[src/rtl/shifter_pkg.sv]
// ============================================================================
// Module   : shifter_pkg
// Brief    : Shift-mode encodings shared by the pipelined barrel shifter.
// Revision : 1.0
// ============================================================================
`default_nettype none

package shifter_pkg;

  typedef logic [1:0] sh_mode_t;

  localparam sh_mode_t SH_LSL = 2'b00;
  localparam sh_mode_t SH_LSR = 2'b01;
  localparam sh_mode_t SH_ASR = 2'b10;
  localparam sh_mode_t SH_ROR = 2'b11;

endpackage : shifter_pkg

`default_nettype wire

[src/rtl/shift_stage.sv]
// ============================================================================
// Module   : shift_stage
// Brief    : One combinational barrel-shifter level, fixed distance DIST.
//            Rotate path only exists when ROTATE_EN is defined.
// Revision : 1.0
// ============================================================================
`default_nettype none

module shift_stage
  import shifter_pkg::*;
#(
  parameter int WIDTH = 32,
  parameter int DIST  = 1
) (
  input  logic [WIDTH-1:0] data,
  input  sh_mode_t         mode,
  input  logic             enable,
  output logic [WIDTH-1:0] shifted
);

  always_comb begin
    shifted = data;
    if (enable) begin
      case (mode)
        SH_LSL:  shifted = {data[WIDTH-DIST-1:0], {DIST{1'b0}}};
        SH_LSR:  shifted = {{DIST{1'b0}}, data[WIDTH-1:DIST]};
        SH_ASR:  shifted = {{DIST{data[WIDTH-1]}}, data[WIDTH-1:DIST]};
`ifdef ROTATE_EN
        default: shifted = {data[DIST-1:0], data[WIDTH-1:DIST]};
`else
        // Without rotate wiring, mode 11 degrades to a logical right shift.
        default: shifted = {{DIST{1'b0}}, data[WIDTH-1:DIST]};
`endif
      endcase
    end
  end

endmodule : shift_stage

`default_nettype wire

[src/rtl/pipelined_barrel_shifter.sv]
// ============================================================================
// Module   : pipelined_barrel_shifter
// Brief    : log2(WIDTH)-stage pipelined shifter (LSL/LSR/ASR, ROR when
//            ROTATE_EN is defined) with a global-stall valid/ready pipeline.
// Revision : 1.0
// ============================================================================
`default_nettype none

module pipelined_barrel_shifter
  import shifter_pkg::*;
#(
  parameter int WIDTH = 32,
  parameter int AW    = $clog2(WIDTH)
) (
  input  logic             clk,
  input  logic             rst_n,
  input  logic             in_valid,
  output logic             in_ready,
  input  sh_mode_t         sh_mode,
  input  logic [AW-1:0]    sh_amt,
  input  logic [WIDTH-1:0] d_in,
  output logic             out_valid,
  input  logic             out_ready,
  output logic [WIDTH-1:0] d_out,
  output sh_mode_t         out_mode
);

  logic             w_advance;
  logic [AW-1:0]    w_en;
  logic [WIDTH-1:0] w_stage_in   [AW];
  sh_mode_t         w_stage_mode [AW];
  logic [WIDTH-1:0] w_shifted    [AW];

  logic [AW-1:0]    r_vld;
  logic [WIDTH-1:0] r_data [AW];
  sh_mode_t         r_mode [AW];

  // Whole pipe moves or whole pipe holds; only the tail decides.
  assign w_advance = !r_vld[AW-1] || out_ready;
  assign in_ready  = w_advance;
  assign w_en[0]   = sh_amt[0];

  generate
    for (genvar k = 0; k < AW; k++) begin : g_stage
      if (k == 0) begin : g_head
        assign w_stage_in[k]   = d_in;
        assign w_stage_mode[k] = sh_mode;
      end else begin : g_tail
        assign w_stage_in[k]   = r_data[k-1];
        assign w_stage_mode[k] = r_mode[k-1];
      end

      shift_stage #(
        .WIDTH (WIDTH),
        .DIST  (1 << k)
      ) u_shift (
        .data    (w_stage_in[k]),
        .mode    (w_stage_mode[k]),
        .enable  (w_en[k]),
        .shifted (w_shifted[k])
      );
    end

    // Stage k carries only the amount bits still to be applied, right-aligned.
    for (genvar k = 0; k < AW-1; k++) begin : g_amt
      logic [AW-2-k:0] r_amt;
      logic [AW-2-k:0] w_amt_nxt;

      if (k == 0) begin : g_head
        assign w_amt_nxt = sh_amt[AW-1:1];
      end else begin : g_tail
        assign w_amt_nxt = g_amt[k-1].r_amt[AW-1-k:1];
      end

      always_ff @(posedge clk or negedge rst_n) begin
        if (!rst_n) begin
          r_amt <= '0;
        end else if (w_advance) begin
          r_amt <= w_amt_nxt;
        end
      end

      assign w_en[k+1] = r_amt[0];
    end
  endgenerate

  always_ff @(posedge clk or negedge rst_n) begin
    if (!rst_n) begin
      r_vld <= '0;
      for (int k = 0; k < AW; k++) begin
        r_data[k] <= '0;
        r_mode[k] <= SH_LSL;
      end
    end else if (w_advance) begin
      r_vld     <= {r_vld[AW-2:0], in_valid};
      r_data[0] <= w_shifted[0];
      r_mode[0] <= sh_mode;
      for (int k = 1; k < AW; k++) begin
        r_data[k] <= w_shifted[k];
        r_mode[k] <= r_mode[k-1];
      end
    end
  end

  assign out_valid = r_vld[AW-1];
  assign d_out     = r_data[AW-1];
  assign out_mode  = r_mode[AW-1];

endmodule : pipelined_barrel_shifter

`default_nettype wire

[config.mk]
export PLATFORM = sky130hd
export DESIGN_NAME = pipelined_barrel_shifter
export DESIGN_NICKNAME = d
export VERILOG_FILES = /design/src/rtl/shifter_pkg.sv /design/src/rtl/shift_stage.sv /design/src/rtl/pipelined_barrel_shifter.sv
export SDC_FILE = /design/constraint.sdc
export NUM_CORES = 1
export LEC_CHECK = 0
export CORE_MARGIN = 2
export CORE_UTILIZATION = 60
export CTS_CLUSTER_SIZE = 28
export DETAILED_ROUTE_END_ITERATION = 6
export PLACE_DENSITY = 0.85
export SYNTH_ARGS = -nofsm -noshare
export SYNTH_HDL_FRONTEND = slang
export SYNTH_SLANG_ARGS = --single-unit
export TNS_END_PERCENT = 30
[constraint.sdc]
create_clock -name clk -period 2.66 [get_ports clk]
set_input_delay 0.532 -clock clk [delete_from_list [all_inputs] [get_ports clk]]
set_output_delay 0.532 -clock clk [all_outputs]
set_load 0.1 [all_outputs]
==> results of run 1 <==
==> per-stage QoR <==
step / cells / setup slack [ns] / area [sq um] / utilization (%)
2_1_floorplan: 1003 / 0.350 / 9770 / -
3_5_place_dp: 1238 / 0.359 / 10400 / 65.7
4_1_cts: 1271 / 0.514 / 11100 / 69.7
6_report: 1271 / 0.510 / 11100 / 69.7
3_3_place_gp: 1238 / 0.405 / 10400 / 65.7
5_1_grt: 1271 / 0.478 / 11100 / 69.7
==> power breakdown <==
part	internal (mW)	leakage, nW	switching (mW)	total [mW]
Sequential	4.03	2.29	1.25	5.28
Clock	1.55	0.303	1.07	2.62
Combinational	2.37	2.07	4.63	6.99
Total	7.95	4.66	6.94	14.9
==> routing by layer <==
layer  global-route usage (%)  vias to the layer above  routed length [um]  share of wire (%)
li1                         -                     3659                   -                  -
met1                     35.6                     3717                9510                 44
met2                     42.5                      246               10600                 49
met3                     3.78                       47                1030                4.7
met4                     10.6                        0                 649                3.0
met5                        0                        -                   0                  0
==> cell usage in the layout, fill, tap and decap left out, types with 4 or more instances in the layout <==
cell type | Yosys | routed
clkdlybuf4s50_1 | 0 | 41
nor3_1 | 28 | 28
o211ai_2 | 20 | 20
o21ai_0 | 29 | 29
nor2_1 | 28 | 28
nand2_1 | 233 | 233
clkbuf_16 | 0 | 17
a2bb2oi_1 | 11 | 11
o211ai_1 | 77 | 77
a211oi_1 | 17 | 17
dfrtp_1 | 185 | 185
nand3_1 | 69 | 69
o21ai_1 | 10 | 10
inv_1 | 7 | 7
a211oi_2 | 11 | 11
buf_4 | 24 | 56
a31oi_1 | 19 | 19
mux2i_1 | 98 | 98
clkinv_2 | 0 | 4
nor2b_1 | 16 | 16
buf_12 | 2 | 6
nand3b_1 | 29 | 29
==> final cells by class <==
cell class              instances  area [sq um]
fillers                      1240          4820
clock inverters                11           144
clock buffers                  21           470
well taps                     216           270
inverters                      10          40.0
repair buffers                105           972
flip-flops and latches        185          4630
multi-input cells             723          4540
==> registers in the layout (all words and copies together) (netlist names) <==
signal,flops
r_data,128
d_out,32
g_amt.r_amt,10
r_mode,8
r_vld,5
out_mode,2
==> kinds of logic after synthesis <==
logic type | Yosys count | share of synthesized area [%]
buf+inv | 95 | 6.11
flops | 185 | 47.4
simple gates | 418 | 19.6
compound gates | 207 | 16.8
mux | 98 | 10.0
==> synth_stat cells (3+ instances only) <==
library cell / instances
a2bb2oi_1: 11
buf_2: 38
and2b_1: 3
inv_1: 7
a31oi_1: 19
o21ai_1: 10
nand3b_1: 29
nor3_1: 28
a211oi_1: 17
nand3_1: 69
a211oi_2: 11
o211ai_1: 77
clkbuf_1: 9
buf_4: 24
o21ai_0: 29
buf_6: 9
buf_1: 3
nor2_1: 28
mux2i_1: 98
nand2_1: 233
nor2_4: 3
o211ai_2: 20
dfrtp_1: 185
nor2b_1: 16
==> path summary, 6_finish.rpt <==
path                               to  slack (ns)
setup / recovery             in_ready        0.51
max in group asynchronous    d_out[4]        1.45
setup reg to reg           r_data[92]        0.87
hold reg to reg              r_vld[4]        0.46
hold / removal               r_vld[4]        0.46
min in group asynchronous    d_out[1]        0.55
==> flow_summary.yaml, run 1 <==
outcome:
  status: "completed"
cts:
  clkTransAtPathRegs_ns: 0.06
  cts-resized-gates: 0
  clock-root-buffer: "clkbuf_16"
  hold_buffers: 1
  clk_latency_ns: 0.43
  clockBufferDepth: 2
  cts_tree: "done"
  htreeDepth: 4
  clock-sinks: 185
  cts_made_buffers: 17
  post-cts-setup-buffers: 0
pwr:
  powerDensity_nw_per_um2: 1350
  leakage_nw: 4.66
  ir_drop_mv: 0.915
  finalPower_mw: 14.9
detailed_routing:
  drt-initial-drc-count: 722
  vias_per_cell: 6.03
  wire_per_inst_um: 17.2
  finalWirelength_um: 21800
  drt_pass1_iterations: 7
  vias: 7669
  drc: 0
  antenna_left: 0
logic_synthesis:
  synth_ff_type: "dfrtp_1"
  synth_seq_cells: 185
  yosysWarningCount: 0
  syn_nets: 1046
  yosys.area.top_type: "dfrtp_1"
  synth_top_cell_area_share_pct: 47.4
  netlist_instances: 1003
  netlist_top_cells_area: "dfrtp_1 (47%), mux2i_1 (10%), nand2_1 (9.0%)"
  synthesis.area_sq_um: 9770
  ys_seq_area_share_pct: 47.4
  ys_types: 45
  synth_edf_count: 0
  synth-async-reset-ratio_pct: 100
  avgSynthCellArea_sq_um: 9.74
setup_path:
  reg2reg_from: "g_amt[1].r_amt[0]"
  cp.arrival_ns: 1.62
  start_kind: "primary input"
  crit_fanout: 31
  path_cells: "clkdlybuf4s50_1 -> nor2b_4 -> inv_4 -> buf_12"
  rr_worst_depth: 3
  critical_path_buf_inv_count: 3
  crit_slowest_cell: "clkdlybuf4s50_1"
  startpoint: "out_ready"
  end_kind: "output port"
  critPathMaxStageDelay_ns: 0.51
  required_ns: 2.13
  critPathTopFamily: "buffers and inverters"
  path_class: "primary input to output port"
  worstSetupPathDepth: 4
sta:
  rsz0062_at_grt: "no"
  tightest_slew_ns: 0.609
  hold_viol: 0
  tns_ns: 0
  drv_slew: 0
  slew_headroom_pct: 59.4
  finalSetupViolCount: 0
  skew_ns: 0.00808
  fmax_mhz: 465
  fin_crit_ns: 2.15
  fin_crit_sh_pct: 80.8
  holdWs_ns: 0.463
finish:
  diodes: 0
  layout.nets: 1085
  drive_gt1_share_pct: 13.3
  syn_to_final_growth_pct: 13.3
global_routing:
  grt_util_all_layers_pct: 26.2
  grt_pass1_wl_um: 37400
  grt_start_max_net_pins: 92
  grt_pass1_vias: 7333
  antenna_found_initial: 0
  gr-total-overflow: 0
placed_design:
  io_buffers: 78
  gp_congestion: 0.876
  dpl.hpwl_um: 15300
job:
  cap_violations: 0
die:
  dieWidth_um: 132
  ios: 79
  die_h_um: 132
  fp-row-count: 46
  core_area_sq_um: 15900
  start_util_pct: 61.5
  dieArea_sq_um: 17300
hold_path:
  hold_depth: 1
  hold_start: "r_vld[3]"
  worstHoldPathType: "register to register"
Power figures use the tool's default switching activity.
==> inputs of run 2 (changes only) <==
CORE_UTILIZATION = 59   (was 60)
PLACE_DENSITY = 0.84   (was 0.85)
clock period = 2.1 ns   (was 2.66 ns; I/O delays follow)
==> run 2 against run 1 <==
Effect of this change: via count rose by 1.7%; power rose by 27%; utilization fell by 1.6 points; clock-buffer cell count fell by 2; wire length rose by 2.7%; non-clock buffer count rose by 6; first-iteration DRC count rose by 0.28%; sequential power rose by 27%.
==> flow_summary.yaml, run 2 (synthesis results as in run 1) <==
sta:
  hold_viol: 0
  skew_ns: 0.0104
  tns_ns: 0
  fin_crit_sh_pct: 90.1
  slew_headroom_pct: 58.6
  drv_slew: 0
  rsz0062_at_grt: "no"
  finalSetupViolCount: 0
  tightest_slew_ns: 0.621
  fmax_mhz: 529
  fin_crit_ns: 1.89
setup_path:
  end_kind: "output port"
  path_cells: "clkdlybuf4s50_1 -> nor2b_4 -> inv_4 -> buf_12"
  path_class: "primary input to output port"
  rr_worst_depth: 3
  cp.arrival_ns: 1.47
  crit_slowest_cell: "clkdlybuf4s50_1"
  start_kind: "primary input"
  crit_fanout: 26
  required_ns: 1.68
  critPathMaxStageDelay_ns: 0.50
finish:
  layout.nets: 1091
  utilization_pct: 68.0
  diodes: 0
  layout_commonest_cell: "nand2_1"
  largest-register: "r_data"
  drive_gt1_share_pct: 13.7
  syn_to_final_growth_pct: 14.3
  final_cell_mix: "nand2_1 (233), dfrtp_1 (184), mux2i_1 (98)"
  largest_reg_flops: 128
global_routing:
  grt_pass1_wl_um: 38300
  grt_util_all_layers_pct: 26.7
  grt_pass1_vias: 7460
  gr-total-overflow: 0
  antenna_found_initial: 0
  grt_start_max_net_pins: 53
cts:
  htreeDepth: 4
  cts_tree: "done"
  clock-root-buffer: "clkbuf_16"
  clk_latency_ns: 0.44
  clock-sinks: 185
  clockBufferDepth: 2
  clkTransAtPathRegs_ns: 0.06
  hold_buffers: 1
  cts_made_buffers: 17
  cts-resized-gates: 0
  post-cts-setup-buffers: 0
placed_design:
  dpl.hpwl_um: 15600
  io_buffers: 78
  gp_congestion: 0.850
die:
  dieWidth_um: 133
  ios: 79
  start_util_pct: 59.5
  dieArea_sq_um: 17600
  core_area_sq_um: 16400
  fp-row-count: 47
  die_h_um: 133
detailed_routing:
  finalWirelength_um: 22400
  drt-initial-drc-count: 724
  drc: 0
  wire_per_inst_um: 17.5
  antenna_left: 0
  vias_per_cell: 6.10
  vias: 7799
  drt_pass1_iterations: 5
pwr:
  ir_drop_mv: 1.00
  powerDensity_nw_per_um2: 1690
  leakage_nw: 4.69
job:
  cap_violations: 0
outcome:
  status: "completed"
hold_path:
  hold_depth: 1
  worstHoldPathType: "register to register"
## run 2: critical path: cells and delay by family
kind / cells / cell delay (ns)
buffers and inverters: 3 / 0.96
and+or+nand+nor: 1 / 0.07
## run 2: cell type report
class | instances | area [sq um]
clock inverters | 11 | 126
flip-flops and latches | 185 | 4630
multi-input cells | 723 | 4540
inverters | 10 | 40.0
well taps | 220 | 275
fillers | 1239 | 5250
repair buffers | 111 | 1100
clock buffers | 19 | 443
## run 2: stage by stage
stage / area [sq um] / hold slack (ns) / worst slack, ns / instances / total power [mW]
after floorplan: 9770 / 0.124 / 0.145 / 1003 / 13.6
after global placement: 10600 / 0.374 / 0.156 / 1248 / 15.5
after global routing: 11200 / 0.483 / 0.152 / 1279 / 20.0
after CTS: 11200 / 0.467 / 0.204 / 1279 / 18.9
final: 11200 / 0.459 / 0.208 / 1279 / 18.9
after detailed placement: 10600 / 0.375 / 0.0722 / 1248 / 15.8
## run 2: where the power goes
| part | internal [mW] | switching [mW] | leakage [nW] |
|---|---|---|---|
| clock network | 1.77 | 1.36 | 0.279 |
| registers | 5.11 | 1.59 | 2.29 |
| logic | 3.14 | 5.95 | 2.13 |
| total | 10.0 | 8.90 | 4.69 |
## run 2: worst paths after layout
kind | start | to | slack (ns)
min | r_vld[3] | r_vld[4] | 0.46
min reg2reg | r_vld[3] | r_vld[4] | 0.46
max | out_ready | in_ready | 0.21
min in group asynchronous | rst_n | g_amt[2].r_amt[1] | 0.48
max in group asynchronous | rst_n | r_data[54] | 0.95
max reg2reg | r_mode[8] | r_data[115] | 0.53
## run 2: routing by layer
metal | share of wire [%] | up-vias | global-route usage (%)
met5 | 0 | - | 0
met4 | 2.5 | 0 | 9.68
met3 | 5.3 | 45 | 4.29
met2 | 48 | 267 | 43.0
met1 | 44 | 3824 | 37.0
li1 | - | 3663 | -
